--- src/rtl/fetch_pkg.sv ---
// fetch_pkg: IF-stage state encoding, NOP default and IF/ID bundle field widths shared with decode
package fetch_pkg;
    localparam int XLEN = 32;
    localparam int ILEN = 32;
    localparam logic [ILEN-1:0] NOP_INSTR_DEF = 32'h0000_0000;
    typedef enum logic [1:0] {
        S_REQ   = 2'd0,
        S_WAIT  = 2'd1,
        S_HOLD  = 2'd2,
        S_DRAIN = 2'd3
    } fetch_state_e;
    typedef struct packed {
        logic [XLEN-1:0] pc;
        logic [ILEN-1:0] instr;
    } fetch_entry_t;
endpackage

--- src/rtl/fetch_skid_buffer.sv ---
// fetch_skid_buffer: one-entry {pc, instr} holding register with load/clear/valid
module fetch_skid_buffer
    import fetch_pkg::*;
(
    input  logic         i_clock,
    input  logic         i_reset,
    input  logic         i_load,
    input  logic         i_clear,
    input  fetch_entry_t i_entry,
    output logic         o_valid,
    output fetch_entry_t o_entry
);
    always_ff @(posedge i_clock) begin
        if (!i_reset) begin
            o_valid <= 1'b0;
            o_entry <= '0;
        end else if (i_load) begin
            o_valid <= 1'b1;
            o_entry <= i_entry;
        end else if (i_clear) begin
            o_valid <= 1'b0;
        end
    end
endmodule

--- src/rtl/fetch_unit.sv ---
// fetch_unit: single-outstanding instruction fetch with skid buffer, flush drain and misalign trap
module fetch_unit
    import fetch_pkg::*;
#(
    parameter logic [ILEN-1:0] NOP_INSTR = NOP_INSTR_DEF
) (
    input  logic            i_clock,
    input  logic            i_reset,
    input  logic [XLEN-1:0] i_pc_in,
    output logic            o_pc_enable,
    input  logic            i_flush,
    input  logic            i_stall,
    output logic            o_imem_req_valid,
    output logic [XLEN-1:0] o_imem_req_addr,
    input  logic            i_imem_req_ready,
    input  logic            i_imem_resp_valid,
    input  logic [ILEN-1:0] i_imem_resp_data,
    output logic            o_if_valid,
    output logic [ILEN-1:0] o_if_instr,
    output logic [XLEN-1:0] o_if_pc,
    output logic [XLEN-1:0] o_if_pc_plus4,
    output logic            o_if_exc_misalign
);
    fetch_state_e    r_state;
    logic [XLEN-1:0] r_req_pc;
    logic            w_aligned, w_slot_free, w_fire;
    logic            w_misalign_wr, w_resp_wr, w_skid_wr, w_skid_load, w_wr;
    logic            w_skid_valid;
    fetch_entry_t    w_skid_entry, w_wr_entry;

    assign w_aligned        = i_pc_in[1:0] == 2'b00;
    assign w_slot_free      = !o_if_valid || !i_stall;
    assign o_imem_req_addr  = i_pc_in;
    assign o_imem_req_valid = i_reset && r_state == S_REQ && !i_flush && w_aligned;
    assign w_fire           = o_imem_req_valid && i_imem_req_ready;
    assign o_pc_enable      = i_reset && (i_flush || w_fire);

    // At most one of these can be set: each is tied to a distinct state
    assign w_misalign_wr = r_state == S_REQ && !w_aligned && w_slot_free;
    assign w_resp_wr     = r_state == S_WAIT && i_imem_resp_valid && w_slot_free;
    assign w_skid_wr     = r_state == S_HOLD && w_skid_valid && !i_stall;
    assign w_skid_load   = r_state == S_WAIT && i_imem_resp_valid && !w_slot_free && !i_flush;
    assign w_wr          = !i_flush && (w_misalign_wr || w_resp_wr || w_skid_wr);
    assign w_wr_entry    = w_skid_wr ? w_skid_entry :
                           w_resp_wr ? {r_req_pc, i_imem_resp_data} : {i_pc_in, NOP_INSTR};

    fetch_skid_buffer u_skid (
        .i_clock (i_clock),
        .i_reset (i_reset),
        .i_load  (w_skid_load),
        .i_clear (i_flush || w_skid_wr),
        .i_entry ({r_req_pc, i_imem_resp_data}),
        .o_valid (w_skid_valid),
        .o_entry (w_skid_entry)
    );

    always_ff @(posedge i_clock) begin
        if (!i_reset) begin
            r_state           <= S_REQ;
            r_req_pc          <= '0;
            o_if_valid        <= 1'b0;
            o_if_instr        <= NOP_INSTR;
            o_if_pc           <= '0;
            o_if_pc_plus4     <= 32'd4;
            o_if_exc_misalign <= 1'b0;
        end else begin
            if (w_fire)
                r_req_pc <= i_pc_in;
            if (i_flush) begin
                o_if_valid        <= 1'b0;
                o_if_exc_misalign <= 1'b0;
                o_if_instr        <= NOP_INSTR;
            end else if (w_wr) begin
                o_if_valid        <= 1'b1;
                o_if_instr        <= w_wr_entry.instr;
                o_if_pc           <= w_wr_entry.pc;
                o_if_pc_plus4     <= w_wr_entry.pc + 32'd4;
                o_if_exc_misalign <= w_misalign_wr;
            end else if (!i_stall) begin
                o_if_valid <= 1'b0;
            end
            // A flushed DRAIN that also sees the late response has nothing left in flight
            r_state <= (r_state == S_REQ)  ? (w_fire ? S_WAIT : S_REQ) :
                       (r_state == S_WAIT) ? (i_imem_resp_valid ? ((i_flush || w_slot_free) ? S_REQ : S_HOLD)
                                                                : (i_flush ? S_DRAIN : S_WAIT)) :
                       (r_state == S_HOLD) ? ((i_flush || !i_stall) ? S_REQ : S_HOLD) :
                                             (i_imem_resp_valid ? S_REQ : S_DRAIN);
        end
    end
endmodule

--- config.mk ---
export PLATFORM = sky130hd
export DESIGN_NAME = fetch_unit
export DESIGN_NICKNAME = d
export VERILOG_FILES = /design/src/rtl/fetch_pkg.sv /design/src/rtl/fetch_skid_buffer.sv /design/src/rtl/fetch_unit.sv
export SDC_FILE = /design/constraint.sdc
export NUM_CORES = 1
export LEC_CHECK = 0
export ABC_AREA = 1
export BUFFER_PORTS_ARGS = -buffer_cell sky130_fd_sc_hd__buf_4
export CORE_MARGIN = 8
export CORE_UTILIZATION = 49
export DETAILED_ROUTE_END_ITERATION = 8
export GPL_ROUTABILITY_DRIVEN = 0
export HOLD_SLACK_MARGIN = 0.1
export PLACE_DENSITY = 0.88
export SLEW_MARGIN = 20
export SYNTH_ARGS = -nofsm -noshare
export SYNTH_HDL_FRONTEND = slang
export SYNTH_HIERARCHICAL = 1
export SYNTH_SLANG_ARGS = --single-unit
--- constraint.sdc ---
create_clock -name i_clock -period 2.6 [get_ports i_clock]
set_input_delay 0 -clock i_clock [delete_from_list [all_inputs] [get_ports i_clock]]
set_output_delay 0 -clock i_clock [all_outputs]
set_load 0.005 [all_outputs]
==> flow_summary.json <==
{
  "status": "finished clean",
  "clk_latency_ps": 440,
  "portBuffers": 201,
  "synth_edf_count": 0,
  "cp_data_required_time_ps": 2940,
  "syn-num-nets": 1399,
  "seq_area_mm2": 0.00391,
  "chipWidth_um": 153,
  "cts_buffer_depth": 2,
  "crit_type": "input port to flip-flop",
  "syn_avg_cell_area_um2": 6.93,
  "ir_drop_mv": 0.474,
  "h-tree-depth": 4,
  "grt_pass1_wl_um": 48600,
  "arrival_ps": 2780,
  "final_cell_mix": "nand2_1 (254), nor2_1 (250), buf_4 (223), dfxtp_1 (194), o21ai_0 (145)",
  "final_hold_viol_count": 0,
  "cts_tree": "built",
  "dp.final_hpwl_um": 19500,
  "r2r-start": "r_state[0]",
  "area_growth_pct": 29.1,
  "cp_max_fo": 48,
  "p_leak_nw": 5.48,
  "p_clk_share_pct": 39.8,
  "cts-root-buf": "clkbuf_16",
  "yosysSeqAreaShare_pct": 42.4,
  "dieHeight_um": 153,
  "dr.pass1.iters": 8,
  "fp.coreArea_mm2": 0.0186,
  "start_kind": "input port",
  "instances_no_fill": 1772,
  "synth_seq_cells": 195,
  "overflow": 0,
  "setup_tns_ps": 0,
  "clk_pin_slew_ps": 70,
  "antenna_found_initial": 1,
  "gr-usage-all-layers_pct": 25.0,
  "drc_errors": 0,
  "synth_top_area_share_pct": 42.4,
  "final_common_cell": "nand2_1",
  "clock-sinks": 195,
  "p_seq_share_pct": 46.2,
  "slew_headroom_pct": 47.7,
  "drt_iter0_drc": 1090,
  "final_layout_size_suffix_gt1_share_pct": 19.9,
  "routedWlPerCell_um": 16.9,
  "std_cell_rows": 50,
  "syn-instance-count": 1328,
  "min_period_ps": 2440,
  "grt_max_degree": 124,
  "routed_via_density": 5.62,
  "post-cts-setup-buffers": 0,
  "drv_cap": 0,
  "fmax_mhz": 410,
  "drt-total-wl_um": 30000,
  "min_period_over_period_pct": 93.7,
  "dr_total_vias": 9957,
  "dp_cells": 1670,
  "yosysWarnings": 6,
  "p_per_area_mw_per_mm2": 575,
  "final-setup-viol-count": 0,
  "p_sw_share_pct": 27.9,
  "multi_input_area_mm2": 0.00423,
  "cp-startpoint": "i_pc_in[0]",
  "p_sw_mw": 1.91,
  "antenna_left": 0,
  "crit_path_end_kind": "flip-flop",
  "grt_pass1_vias": 9699,
  "io_pins": 202,
  "die_area_mm2": 0.0234,
  "drv_slew": 0,
  "nFillCells": 1487,
  "internal-power_mw": 4.92,
  "synth_area_leaders": "dfxtp_1 (42%), nand2_1 (10%), nor2_1 (10%)",
  "initial_core_util_pct": 49.5,
  "synth_top_area_cell": "dfxtp_1",
  "hold_path.class": "input port to flip-flop",
  "synthDistinctLibCells": 39,
  "min_from": "i_imem_resp_valid",
  "netlist_area_mm2": 0.00920,
  "tightest_slew_ps": 784,
  "skew_ps": 11.7,
  "finish.utilization_pct": 64.0,
  "p_comb_share_pct": 13.9,
  "synth-async-reset-ratio_pct": 0,
  "ys.flop_type": "dfxtp_1",
  "nets": 1595,
  "cts_buffers": 17
}
synth_stat cells (2+ instances only):
cell type  count
a31oi_1       22
and2_1         2
o21ai_1       10
clkbuf_1      37
nand2_1      256
buf_8          6
clkbuf_2       5
buf_6          4
nor2_4         3
nand4_1       29
buf_2         23
or2_2          4
dfxtp_1      195
buf_4         40
xor2_1         3
nor2_1       254
o21ai_0      145
nor2_2        10
a21boi_0       3
nor3_1         4
a221oi_1      16
nand2_2       10
a21oi_1       71
nand3_1       62
inv_1         92
inv_2          5
a211oi_1       2
buf_1          4
metrics by stage:
| stage | area [um^2] | setup WS, ps | hold WS (ps) | power, mW |
|---|---|---|---|---|
| final | 11900 | 163 | 197 | 6.83 |
| after CTS | 11800 | 135 | 192 | 6.80 |
| after floorplan | 9200 | 22.9 | 80.8 | 3.65 |
| after detailed placement | 10500 | 162 | 181 | 4.06 |
| after global placement | 10500 | 330 | 180 | 4.04 |
| after global routing | 11900 | -10.6 | 216 | 7.06 |
final timing paths:
check / to / slack [ps] / depth (start not counted)
max: o_if_instr[29] / 160 / 13
min: o_if_pc[3] / 200 / 5
max reg2reg: o_if_pc_plus4[28] / 210 / 16
min reg2reg: o_if_pc[16] / 470 / 2
final cells by class:
cell class                 count  area share, %
clock buffer                  17           3.58
inverter                      98           3.18
sequential                   195           32.9
antenna                        1         0.0211
tap                          234           2.46
timing repair buffer         296           20.6
clock inverter                15           1.64
multi-input combinational    916           35.6
routing by layer:
layer	vias to the layer above	track usage (%)	routed length (um)
met2	608	41.1	14100
li1	4665	-	-
met3	127	6.94	2890
met1	4557	29.3	11500
met4	0	13.5	1530
met5	-	0	0
sequential cells by signal, indices dropped and copies added, names as in the netlist:
signal             count
u_skid/o_entry        64
o_if_instr            32
o_if_pc               32
r_req_pc              32
o_if_pc_plus4         30
r_state                2
o_if_exc_misalign      1
o_if_valid             1
u_skid/o_valid         1
worst max-delay path, cell delays in order:
cell and delay [ps]:
dlygate4sd3_1 550, buf_4 150, nor2_1 50, inv_1 70, dlygate4sd3_1 560, nand3_1 110, nand3_2 100, nand2_2 90
inv_4 210, buf_4 240, buf_12 220, o21ai_0 150, a31oi_1 250
cell families (layout without fill, tap and decap cells):
| kind of cell | count (synthesis) | count (layout) | share of synthesized area [%] |
|---|---|---|---|
| AOI/OAI and AO/OA | 272 | 272 | 16.0 |
| xor gates and xnor gates | 3 | 3 | 0.286 |
| adders and majority gates | 1 | 1 | 0.136 |
| buffers and inverters | 217 | 426 | 11.9 |
| DFF | 195 | 195 | 42.4 |
| other | 0 | 1 | 0 |
| and+or+nand+nor | 640 | 640 | 29.2 |
power groups by stage:
stage	logic (mW)	clock network, mW	registers [mW]
4_1_cts	0.926	2.72	3.15
5_1_grt	1.04	2.86	3.17
3_3_place_gp	0.820	0	3.22
6_report	0.951	2.72	3.16
3_5_place_dp	0.838	0	3.22
2_1_floorplan	0.427	0	3.22
repair_timing:
item                                   in CTS  in global routing
setup endpoints to repair                   0                 14
hold buffers                               68                  0
gates resized for setup                     0                 11
endpoints found under the hold margin     104                  0
Power figures use the tool's default switching activity.
